### src/rtl/mips_pkg.sv
// Shared opcode constants and fetch-unit types for the MIPS front end.
package mips_pkg;

  localparam int INSTR_W = 32;

  localparam logic [5:0] OPC_RTYPE  = 6'h00;
  localparam logic [5:0] OPC_ADDI   = 6'h08;
  localparam logic [5:0] OPC_LW     = 6'h23;
  localparam logic [5:0] OPC_SW     = 6'h2B;
  localparam logic [5:0] OPC_LH     = 6'h21;
  localparam logic [5:0] OPC_LHU    = 6'h25;
  localparam logic [5:0] OPC_BEQ    = 6'h04;
  // Not a real opcode: the decoder maps it to its all-zero default controls.
  localparam logic [5:0] OPC_BUBBLE = 6'h3F;

  typedef enum logic {
    FETCH = 1'b0,
    DRAIN = 1'b1
  } ifu_state_t;

  function automatic logic [5:0] opcode_of(input logic [INSTR_W-1:0] instr);
    return instr[31:26];
  endfunction

endpackage

### src/rtl/instr_fetch_unit_if.sv
// Fetch-unit bundle: instruction-memory req/gnt/rvalid bus, decode valid/ready
// handshake and the branch redirect input.
interface instr_fetch_unit_if #(
  parameter int ADDR_W = 32
);
  import mips_pkg::*;

  logic                imem_req;
  logic [ADDR_W-1:0]   imem_addr;
  logic                imem_gnt;
  logic                imem_rvalid;
  logic [INSTR_W-1:0]  imem_rdata;

  logic                if_valid;
  logic                if_ready;
  logic [INSTR_W-1:0]  if_instr;
  logic [ADDR_W-1:0]   if_pc;
  logic [5:0]          next_opCode;

  logic                br_taken;
  logic [ADDR_W-1:0]   br_target;

  modport master (
    output imem_req, imem_addr,
    input  imem_gnt, imem_rvalid, imem_rdata,
    output if_valid, if_instr, if_pc, next_opCode,
    input  if_ready,
    input  br_taken, br_target
  );

  modport slave (
    input  imem_req, imem_addr,
    output imem_gnt, imem_rvalid, imem_rdata,
    input  if_valid, if_instr, if_pc, next_opCode,
    output if_ready,
    output br_taken, br_target
  );

endinterface

### src/rtl/instr_fetch_unit_fifo.sv
// In-order instruction buffer holding {instr, pc}; head is read straight from
// the storage registers so the outputs carry no combinational input path.
module ifu_fifo #(
  parameter int DEPTH  = 2,
  parameter int DATA_W = 32,
  parameter int PC_W   = 32,
  parameter int CNT_W  = $clog2(DEPTH) + 1
) (
  input  logic              clk,
  input  logic              reset,
  input  logic              push,
  input  logic              pop,
  input  logic              flush,
  input  logic [DATA_W-1:0] push_instr,
  input  logic [PC_W-1:0]   push_pc,
  output logic [DATA_W-1:0] head_instr,
  output logic [PC_W-1:0]   head_pc,
  output logic [CNT_W-1:0]  count,
  output logic              empty,
  output logic              full
);

  localparam int PTR_W = $clog2(DEPTH);

  logic [DATA_W-1:0] instr_mem [DEPTH];
  logic [PC_W-1:0]   pc_mem    [DEPTH];
  logic [PTR_W-1:0]  wr_ptr_reg;
  logic [PTR_W-1:0]  rd_ptr_reg;
  logic [CNT_W-1:0]  count_reg;
  logic              push_ok;
  logic              pop_ok;

  assign empty   = (count_reg == '0);
  assign full    = (count_reg == CNT_W'(DEPTH));
  assign pop_ok  = pop && !empty;
  assign push_ok = push && (!full || pop_ok);

  always_ff @(posedge clk) begin
    if (reset || flush) begin
      wr_ptr_reg <= '0;
      rd_ptr_reg <= '0;
      count_reg  <= '0;
    end else begin
      if (push_ok) wr_ptr_reg <= wr_ptr_reg + PTR_W'(1);
      if (pop_ok)  rd_ptr_reg <= rd_ptr_reg + PTR_W'(1);
      count_reg <= count_reg + CNT_W'(push_ok) - CNT_W'(pop_ok);
    end
  end

  always_ff @(posedge clk) begin
    if (push_ok && !flush) begin
      instr_mem[wr_ptr_reg] <= push_instr;
      pc_mem[wr_ptr_reg]    <= push_pc;
    end
  end

  assign head_instr = instr_mem[rd_ptr_reg];
  assign head_pc    = pc_mem[rd_ptr_reg];
  assign count      = count_reg;

  a_no_overflow: assert property (@(posedge clk) disable iff (reset)
    push |-> (!full || pop_ok));

endmodule

### src/rtl/instr_fetch_unit.sv
// Instruction fetch unit: PC, credit-limited fetch issue, in-order buffer and
// branch flush/drain. Define IFU_PERF_EN to add saturating pop/flush counters.
module instr_fetch_unit
  import mips_pkg::*;
#(
  parameter int                ADDR_W     = 32,
  parameter logic [ADDR_W-1:0] RESET_PC   = '0,
  parameter int                FIFO_DEPTH = 2
) (
  input  logic               clk,
  input  logic               reset,
  instr_fetch_unit_if.master bus
`ifdef IFU_PERF_EN
  ,
  output logic [31:0]        perf_fetch_cnt,
  output logic [15:0]        perf_flush_cnt
`endif
);

  localparam int CNT_W = $clog2(FIFO_DEPTH) + 1;
  localparam int SUM_W = CNT_W + 1;

  ifu_state_t        state_reg, state_next;
  logic [ADDR_W-1:0] pc_reg, pc_next;
  logic [CNT_W-1:0]  outst_reg, outst_next;

  logic              credit_ok;
  logic              req;
  logic              issued;
  logic              resp_accept;
  logic              push;
  logic              pop;
  logic [ADDR_W-1:0] resp_pc;

  logic [INSTR_W-1:0] head_instr;
  logic [ADDR_W-1:0]  head_pc;
  logic [CNT_W-1:0]   fifo_count;
  logic               fifo_empty;
  logic               fifo_full;

  // Buffered plus in-flight words may never exceed the buffer size, so every
  // response that arrives in FETCH is guaranteed a free slot.
  assign credit_ok = (SUM_W'(fifo_count) + SUM_W'(outst_reg)) < SUM_W'(FIFO_DEPTH);

  // Outstanding fetches in FETCH are always a contiguous run ending just
  // below pc_reg, so the oldest one's address needs no side storage.
  assign resp_pc = pc_reg - (ADDR_W'(outst_reg) << 2);

  assign pop = !fifo_empty && bus.if_ready;

  always_comb begin
    state_next  = state_reg;
    pc_next     = pc_reg;
    req         = !reset && (state_reg == FETCH) && credit_ok;
    issued      = req && bus.imem_gnt;
    resp_accept = bus.imem_rvalid && (outst_reg != '0);
    push        = resp_accept && (state_reg == FETCH) && !bus.br_taken;
    outst_next  = outst_reg + CNT_W'(issued) - CNT_W'(resp_accept);

    if (bus.br_taken) begin
      pc_next = bus.br_target & ~ADDR_W'(3);
    end else if (issued) begin
      pc_next = pc_reg + ADDR_W'(4);
    end

    case (state_reg)
      FETCH:   if (bus.br_taken && (outst_next != '0)) state_next = DRAIN;
      DRAIN:   if (outst_next == '0) state_next = FETCH;
      default: state_next = FETCH;
    endcase
  end

  always_ff @(posedge clk) begin
    if (reset) begin
      state_reg <= FETCH;
      pc_reg    <= RESET_PC;
      outst_reg <= '0;
    end else begin
      state_reg <= state_next;
      pc_reg    <= pc_next;
      outst_reg <= outst_next;
    end
  end

  ifu_fifo #(
    .DEPTH  (FIFO_DEPTH),
    .DATA_W (INSTR_W),
    .PC_W   (ADDR_W),
    .CNT_W  (CNT_W)
  ) u_fifo (
    .clk        (clk),
    .reset      (reset),
    .push       (push),
    .pop        (pop),
    .flush      (bus.br_taken),
    .push_instr (bus.imem_rdata),
    .push_pc    (resp_pc),
    .head_instr (head_instr),
    .head_pc    (head_pc),
    .count      (fifo_count),
    .empty      (fifo_empty),
    .full       (fifo_full)
  );

  assign bus.imem_req    = req;
  assign bus.imem_addr   = pc_reg;
  assign bus.if_valid    = !fifo_empty;
  assign bus.if_instr    = head_instr;
  assign bus.if_pc       = head_pc;
  assign bus.next_opCode = fifo_empty ? OPC_BUBBLE : opcode_of(head_instr);

`ifdef IFU_PERF_EN
  logic [31:0] perf_fetch_cnt_reg;
  logic [15:0] perf_flush_cnt_reg;

  always_ff @(posedge clk) begin
    if (reset) begin
      perf_fetch_cnt_reg <= '0;
      perf_flush_cnt_reg <= '0;
    end else begin
      if (pop && (perf_fetch_cnt_reg != '1))
        perf_fetch_cnt_reg <= perf_fetch_cnt_reg + 32'd1;
      if (bus.br_taken && (perf_flush_cnt_reg != '1))
        perf_flush_cnt_reg <= perf_flush_cnt_reg + 16'd1;
    end
  end

  assign perf_fetch_cnt = perf_fetch_cnt_reg;
  assign perf_flush_cnt = perf_flush_cnt_reg;
`endif

  // A response with nothing in flight is a memory-side protocol violation.
  a_rvalid_orphan: assert property (@(posedge clk) disable iff (reset)
    bus.imem_rvalid |-> (outst_reg != '0));

endmodule
### src/flat_wrapper.sv
// flat-port wrapper written by rule: the top's interface ports become plain ports
module instr_fetch_unit_flat import mips_pkg::*;
#(
  parameter int                ADDR_W     = 32,
  parameter logic [ADDR_W-1:0] RESET_PC   = '0,
  parameter int                FIFO_DEPTH = 2
)
  (clk, reset, bus_imem_req, bus_imem_addr, bus_imem_gnt, bus_imem_rvalid, bus_imem_rdata, bus_if_valid, bus_if_instr, bus_if_pc, bus_next_opCode, bus_if_ready, bus_br_taken, bus_br_target);
  instr_fetch_unit_if #(.ADDR_W(ADDR_W)) bus_i ();
  input  logic clk;
  input  logic reset;
  output wire logic [$bits(bus_i.imem_req)-1:0] bus_imem_req;
  output wire logic [$bits(bus_i.imem_addr)-1:0] bus_imem_addr;
  input wire logic [$bits(bus_i.imem_gnt)-1:0] bus_imem_gnt;
  input wire logic [$bits(bus_i.imem_rvalid)-1:0] bus_imem_rvalid;
  input wire logic [$bits(bus_i.imem_rdata)-1:0] bus_imem_rdata;
  output wire logic [$bits(bus_i.if_valid)-1:0] bus_if_valid;
  output wire logic [$bits(bus_i.if_instr)-1:0] bus_if_instr;
  output wire logic [$bits(bus_i.if_pc)-1:0] bus_if_pc;
  output wire logic [$bits(bus_i.next_opCode)-1:0] bus_next_opCode;
  input wire logic [$bits(bus_i.if_ready)-1:0] bus_if_ready;
  input wire logic [$bits(bus_i.br_taken)-1:0] bus_br_taken;
  input wire logic [$bits(bus_i.br_target)-1:0] bus_br_target;
  assign bus_imem_req = bus_i.imem_req;
  assign bus_imem_addr = bus_i.imem_addr;
  assign bus_i.imem_gnt = bus_imem_gnt;
  assign bus_i.imem_rvalid = bus_imem_rvalid;
  assign bus_i.imem_rdata = bus_imem_rdata;
  assign bus_if_valid = bus_i.if_valid;
  assign bus_if_instr = bus_i.if_instr;
  assign bus_if_pc = bus_i.if_pc;
  assign bus_next_opCode = bus_i.next_opCode;
  assign bus_i.if_ready = bus_if_ready;
  assign bus_i.br_taken = bus_br_taken;
  assign bus_i.br_target = bus_br_target;
  instr_fetch_unit #(.ADDR_W(ADDR_W), .RESET_PC(RESET_PC), .FIFO_DEPTH(FIFO_DEPTH)) u_core (.clk(clk), .reset(reset), .bus(bus_i));
endmodule
### config.mk
export PLATFORM = sky130hd
export DESIGN_NAME = instr_fetch_unit_flat
export DESIGN_NICKNAME = d
export VERILOG_FILES = /design/src/rtl/mips_pkg.sv /design/src/rtl/instr_fetch_unit_if.sv /design/src/rtl/instr_fetch_unit_fifo.sv /design/src/rtl/instr_fetch_unit.sv /design/src/flat_wrapper.sv
export SDC_FILE = /design/constraint.sdc
export NUM_CORES = 1
export LEC_CHECK = 0
export BUFFER_PORTS_ARGS = -buffer_cell sky130_fd_sc_hd__buf_2
export CAP_MARGIN = 15
export CORE_ASPECT_RATIO = 1.4
export CORE_MARGIN = 2
export CORE_UTILIZATION = 40
export DETAILED_ROUTE_END_ITERATION = 16
export GPL_ROUTABILITY_DRIVEN = 0
export GPL_TIMING_DRIVEN = 0
export PLACE_DENSITY_LB_ADDON = 0.12
export SYNTH_ARGS = -nofsm -noshare
export SYNTH_HDL_FRONTEND = slang
export SYNTH_SLANG_ARGS = --single-unit
### constraint.sdc
create_clock -name clk -period 6 [get_ports clk]
set_input_delay 0.6 -clock clk [delete_from_list [all_inputs] [get_ports clk]]
set_output_delay 0.6 -clock clk [all_outputs]
set_load 0.005 [all_outputs]
* Yosys cells after proc, flatten, opt, wreduce, memory -nomap -nowiden
Memories as Yosys holds them, arrays and structs flattened. A register that Yosys moved wholly into a read port is not among the register bits.
Cells that the tools add are included.
** Word-level totals
- Bits in writable memories :: 128
- Memories kept :: 2
- Register bits :: 39
- Output and inout port bits :: 104
- Logic and storage cells :: 56
- Input bits :: 70
** Operators by class
- Bitwise operators :: 1
- $lt $le $gt $ge :: 1
- Add/sub/neg operators :: 9
- Reduce and logical (&&, ||, !) cells :: 23
- Equality and inequality tests :: 1
- Mux-type cells :: 12
** Memories
- u_core.u_fifo.instr_mem :: depth 2, width 32, read ports 1, clocked after Yosys merged registers in 1, wr ports 1, line instr_fetch_unit_fifo.sv:25 : logic [DATA_W-1:0] instr_mem [DEPTH];
- u_core.u_fifo.pc_mem :: depth 2, width 32, read ports 1, clocked after Yosys merged registers in 1, wr ports 1, line instr_fetch_unit_fifo.sv:26 : logic [PC_W-1:0] pc_mem [DEPTH];
** Operators with widths (number)
- $mux 32 :: 2
- $add 32x3->32 const B :: 1
- $sub 32x4->32 :: 1
- $logic_and 1x1->1 :: 11
- $mux 1 :: 8
- $mux 6 :: 1
- $reduce_bool 2->1 :: 3
- $add 2x1->2 :: 2
- $logic_not 1->1 :: 4
- $logic_not 2->1 :: 2
- $sub 2x1->2 :: 2
- $add 2x2->3 :: 1
- $lt 3x2->1 const B :: 1
- $add 1x1->1 const B :: 2
- $eq 2x2->1 const B :: 1
- $logic_or 1x1->1 :: 2
- $pmux 1 s2 :: 1
- $reduce_or 2->1 :: 1
- $not 1->1 :: 1

* Logic depth before layout (Yosys ltp)
- Word-level depth :: 10
- Mapped depth :: 10
- Mapped depth without buffers :: 10

* Modules after synthesis
From an unflattened synthesis, not the netlist that was laid out.
** Second synthesis, totals
- Cell total of the unflattened synthesis :: 599
- Area, all modules :: 7777.5 um^2
** By module, submodules not included
- ifu_fifo :: cells an instance 229, seq. area each 3943.8 um^2, instances 1, area an instance 4849.7 um^2
- instr_fetch_unit :: cells an instance 370, seq. area each 660.6 um^2, instances 1, area an instance 2927.8 um^2

* Worst setup path before layout
Ideal clock, no wire load.
- Kind :: in2reg
- Start :: input bus_br_taken
- End :: memory u_core.u_fifo.instr_mem[0][0] (enable)
- Buffers on the path :: 1
- Setup slack :: 1.587 ns
- Arrival :: 3.931 ns
- Library setup time :: 0.482 ns
- Required time :: 5.518 ns
- Stages :: 4
- Cells stage by stage :: clkbuf_1 > nor4_1 > inv_1 > nor2_1
** Between the ends
- Word-level cells in the longest chain between the ends :: 6
** Ends and longest elaborated chain
- start, declared :: line flat_wrapper.sv:22 : input wire logic [$bits(bus_i.br_taken)-1:0] bus_br_taken;
- $logic_not 1->1 (*) :: line instr_fetch_unit_fifo.sv:51, instr_fetch_unit.sv:57
- $logic_and 1x1->1 :: line instr_fetch_unit.sv:57 : push = resp_accept && (state_reg == FETCH) && !bus.br_taken;
- $logic_and 1x1->1 :: line instr_fetch_unit_fifo.sv:36 : assign push_ok = push && (!full || pop_ok);
- $logic_and 1x1->1 (*) :: line instr_fetch_unit_fifo.sv:51 : if (push_ok && !flush) begin
- $mux 1 (*) :: line instr_fetch_unit_fifo.sv:51
- $mux 1 (implied by the code) (*) :: line instr_fetch_unit_fifo.sv:52 : instr_mem[wr_ptr_reg] <= push_instr;
- end, declared :: line instr_fetch_unit_fifo.sv:25
Mark *: on every way between the ends. The rest lies on a longest branch, timed or not.

==> reports/metrics.csv <==
metric,value,unit
ir_drop,0.162,mV
die-area,19600,um2
fp.dieW,119,um
antenna_found_initial,0,
num_antenna_cells,0,
clock_latency,0.42,ns
cts_tree,yes,
layout_setup_ws,2.73,ns
grt_max_degree,63,
avgSynthCellArea,12.7,um2
via_per_inst,5.25,
synth_edf_count,124,
power.density,307,nW/um2
min_period,3.27,ns
crit_family,buffers and inverters,
setup-tns-final,0,ns
portBuffers,167,
rsz0062_at_grt,false,
htree_levels,4,
synthFlopType,edfxtp_1,
cts_setup_buffers,0,
grtUsageTotal,0.188,
setup.worst_path.start_class,flip-flop,
die_h,165,um
place_inst,994,
grt_pass1_vias,5468,
synth_area,7390,um2
drc_errors,0,
fp-row-count,58,
fin_crit_sh,0.544,
syn_to_final_growth,23.6,%
cts.repair.resized,0,
slew_headroom,0.401,
power_frac_seq,0.480,
maxCapViolations,0,
top_register,u_core.u_fifo.instr_mem,
drt_iter0_drc,452,
vias,5389,
firstDrtPassIters,5,
fin_area,9130,um2
run_status,completed,
ant_nets,0,
clock_path_buffers,2,
synthArstFlopShare,0,
clkSinkCount,162,
hold_viol,0,
largest_register_ffs,64,
worst_hold_path_type,input pin to flip-flop,
worst_pin_slew,0.898,ns
cp_slowest_cell,buf_1,
drv_slew,0,
yosys_warnings,0,
switching_power,737,uW
switching_share,0.263,
cp.required,5.40,ns
critical_path_class,flip-flop to output port,
ys_types,55,
skew,0.0152,ns
num-fill-cells,1679,
cpPeakStageDelay,0.56,ns
nNetsFinal,852,
drive_above_1_share,0.352,
routed_wl,18.4,mm
p_clk_frac,0.356,
path_cells,clkbuf_1 -> buf_1 -> clkbuf_1 -> mux2_2 -> buf_2,
synth.ff_latch_count,162,
coreArea,18100,um2
p_int,2.07,mW
ys_seq_area_frac,0.607,
placed_area,8590,um2
dpl.hpwl,13.5,mm
max_freq,306,MHz
ios,174,
setup_viol,0,
critPathMostFrequentCell,clkbuf_1,
power,2.81,mW
overflow,0,
crit_fanout,10,
layout.cells.non_filler,1026,
cp.buffers_inverters,4,
root_buffer,clkbuf_16,
hold_buffers,0,
cp-end-kind,output port,
worstPathArrival,2.67,ns
cts_buffers,17,
initial_utilization,0.409,
leakage,3.44,nW
grt_pass1_wl,28.4,mm
wl_per_cell,18.0,um
place_ws,3.04,ns
combPwrFrac,0.164,
syn-instance-count,582,
clkTransAtPathRegs,0.06,ns
==> Yosys cell counts (all sizes together) (2+ instances only) <==
library cell / number / area share
nand3b: 2 / 0.0020
buf: 12 / 0.0096
mux2: 62 / 0.094
a2111oi: 3 / 0.0036
nor3b: 2 / 0.0020
nor4: 22 / 0.019
fa: 2 / 0.0054
inv: 20 / 0.010
ha: 7 / 0.012
a21oi: 2 / 0.0014
nand2b: 9 / 0.0076
nand4: 15 / 0.013
and4: 4 / 0.0047
a31oi: 2 / 0.0017
clkbuf: 35 / 0.018
or4: 11 / 0.012
and3: 4 / 0.0034
a211oi: 13 / 0.013
nor3: 23 / 0.016
nor4b: 2 / 0.0024
edfxtp: 124 / 0.50
a221oi: 2 / 0.0024
or3: 5 / 0.0049
nand3: 13 / 0.0088
nor2: 38 / 0.019
nand2: 21 / 0.011
a311oi: 10 / 0.012
and2: 4 / 0.0034
o31ai: 9 / 0.0091
o21ai: 6 / 0.0041
nor2b: 2 / 0.0017
xnor2: 14 / 0.017
a31o: 3 / 0.0036
dfxtp: 38 / 0.10
xor2: 26 / 0.031
==> final timing paths <==
| kind | start | to | slack (ns) | depth (start not counted) |
|---|---|---|---|---|
| worst max-delay path | flip-flop | bus_if_pc[11] | 2.73 | 5 |
| worst min-delay path | bus_imem_rdata[23] | u_core.u_fifo.instr_mem[0][23] | 0.38 | 1 |
| worst max register to register | u_core.u_fifo.count[0] | u_core.bus.imem_addr[21] | 3.03 | 7 |
| worst min register to register | u_core.state_reg | u_core.state_reg | 0.56 | 1 |
==> layout make-up <==
type                            instances  area, um2  area share
Sequential cell                       162       4480       0.491
Multi-Input combinational cell        355       2650       0.290
Timing Repair Buffer                  169        876      0.0959
Clock buffer                           18        429      0.0470
Tap cell                              240        300      0.0329
Buffer                                 47        203      0.0222
Clock inverter                         14        115      0.0126
Inverter                               21       78.8     0.00863
==> metrics by stage <==
stage,hold WS (ns),utilization
after floorplan,0.471,-
after global placement,0.494,0.473
after detailed placement,0.535,0.475
after CTS,0.353,0.505
after global routing,0.357,0.505
final,0.379,0.505
==> cells in the final DEF (no fill, tap or decap), types with 10 or more instances in the layout <==
master	count
a211oi_1	13
a311oi_1	10
buf_2	170
clkbuf_1	36
clkbuf_16	17
dfxtp_1	38
edfxtp_1	124
inv_1	20
mux2_2	62
nand2_1	21
nand3_1	13
nand4_1	15
nor2_1	37
nor3_1	23
nor4_1	22
or4_1	10
xnor2_1	14
xor2_1	26
==> power by group through the flow <==
stage | sequential [mW] | clock (mW) | combinational (mW)
after floorplan | 1.37 | 0 | 0.274
after global placement | 1.38 | 0 | 0.440
after detailed placement | 1.37 | 0 | 0.465
after CTS | 1.35 | 1.02 | 0.468
after global routing | 1.35 | 1.07 | 0.512
final | 1.35 | 0.999 | 0.461
==> per-layer routing <==
| metal | global-route usage | routed length [um] |
|---|---|---|
| met5 | 0 | 0 |
| met4 | 0.0671 | 324 |
| met3 | 0.0428 | 932 |
| met2 | 0.330 | 9590 |
| met1 | 0.228 | 7590 |
==> cells by family after synthesis <==
group	Yosys count	synth area share
flops	162	0.607
buf+inv	68	0.0381
xor+xnor	40	0.0474
other cells	1	0.000507
simple gates	180	0.133
compound gates	60	0.0628
mux	62	0.0945
fa+ha+maj	9	0.0173
(Power assumes the default switching activity.)
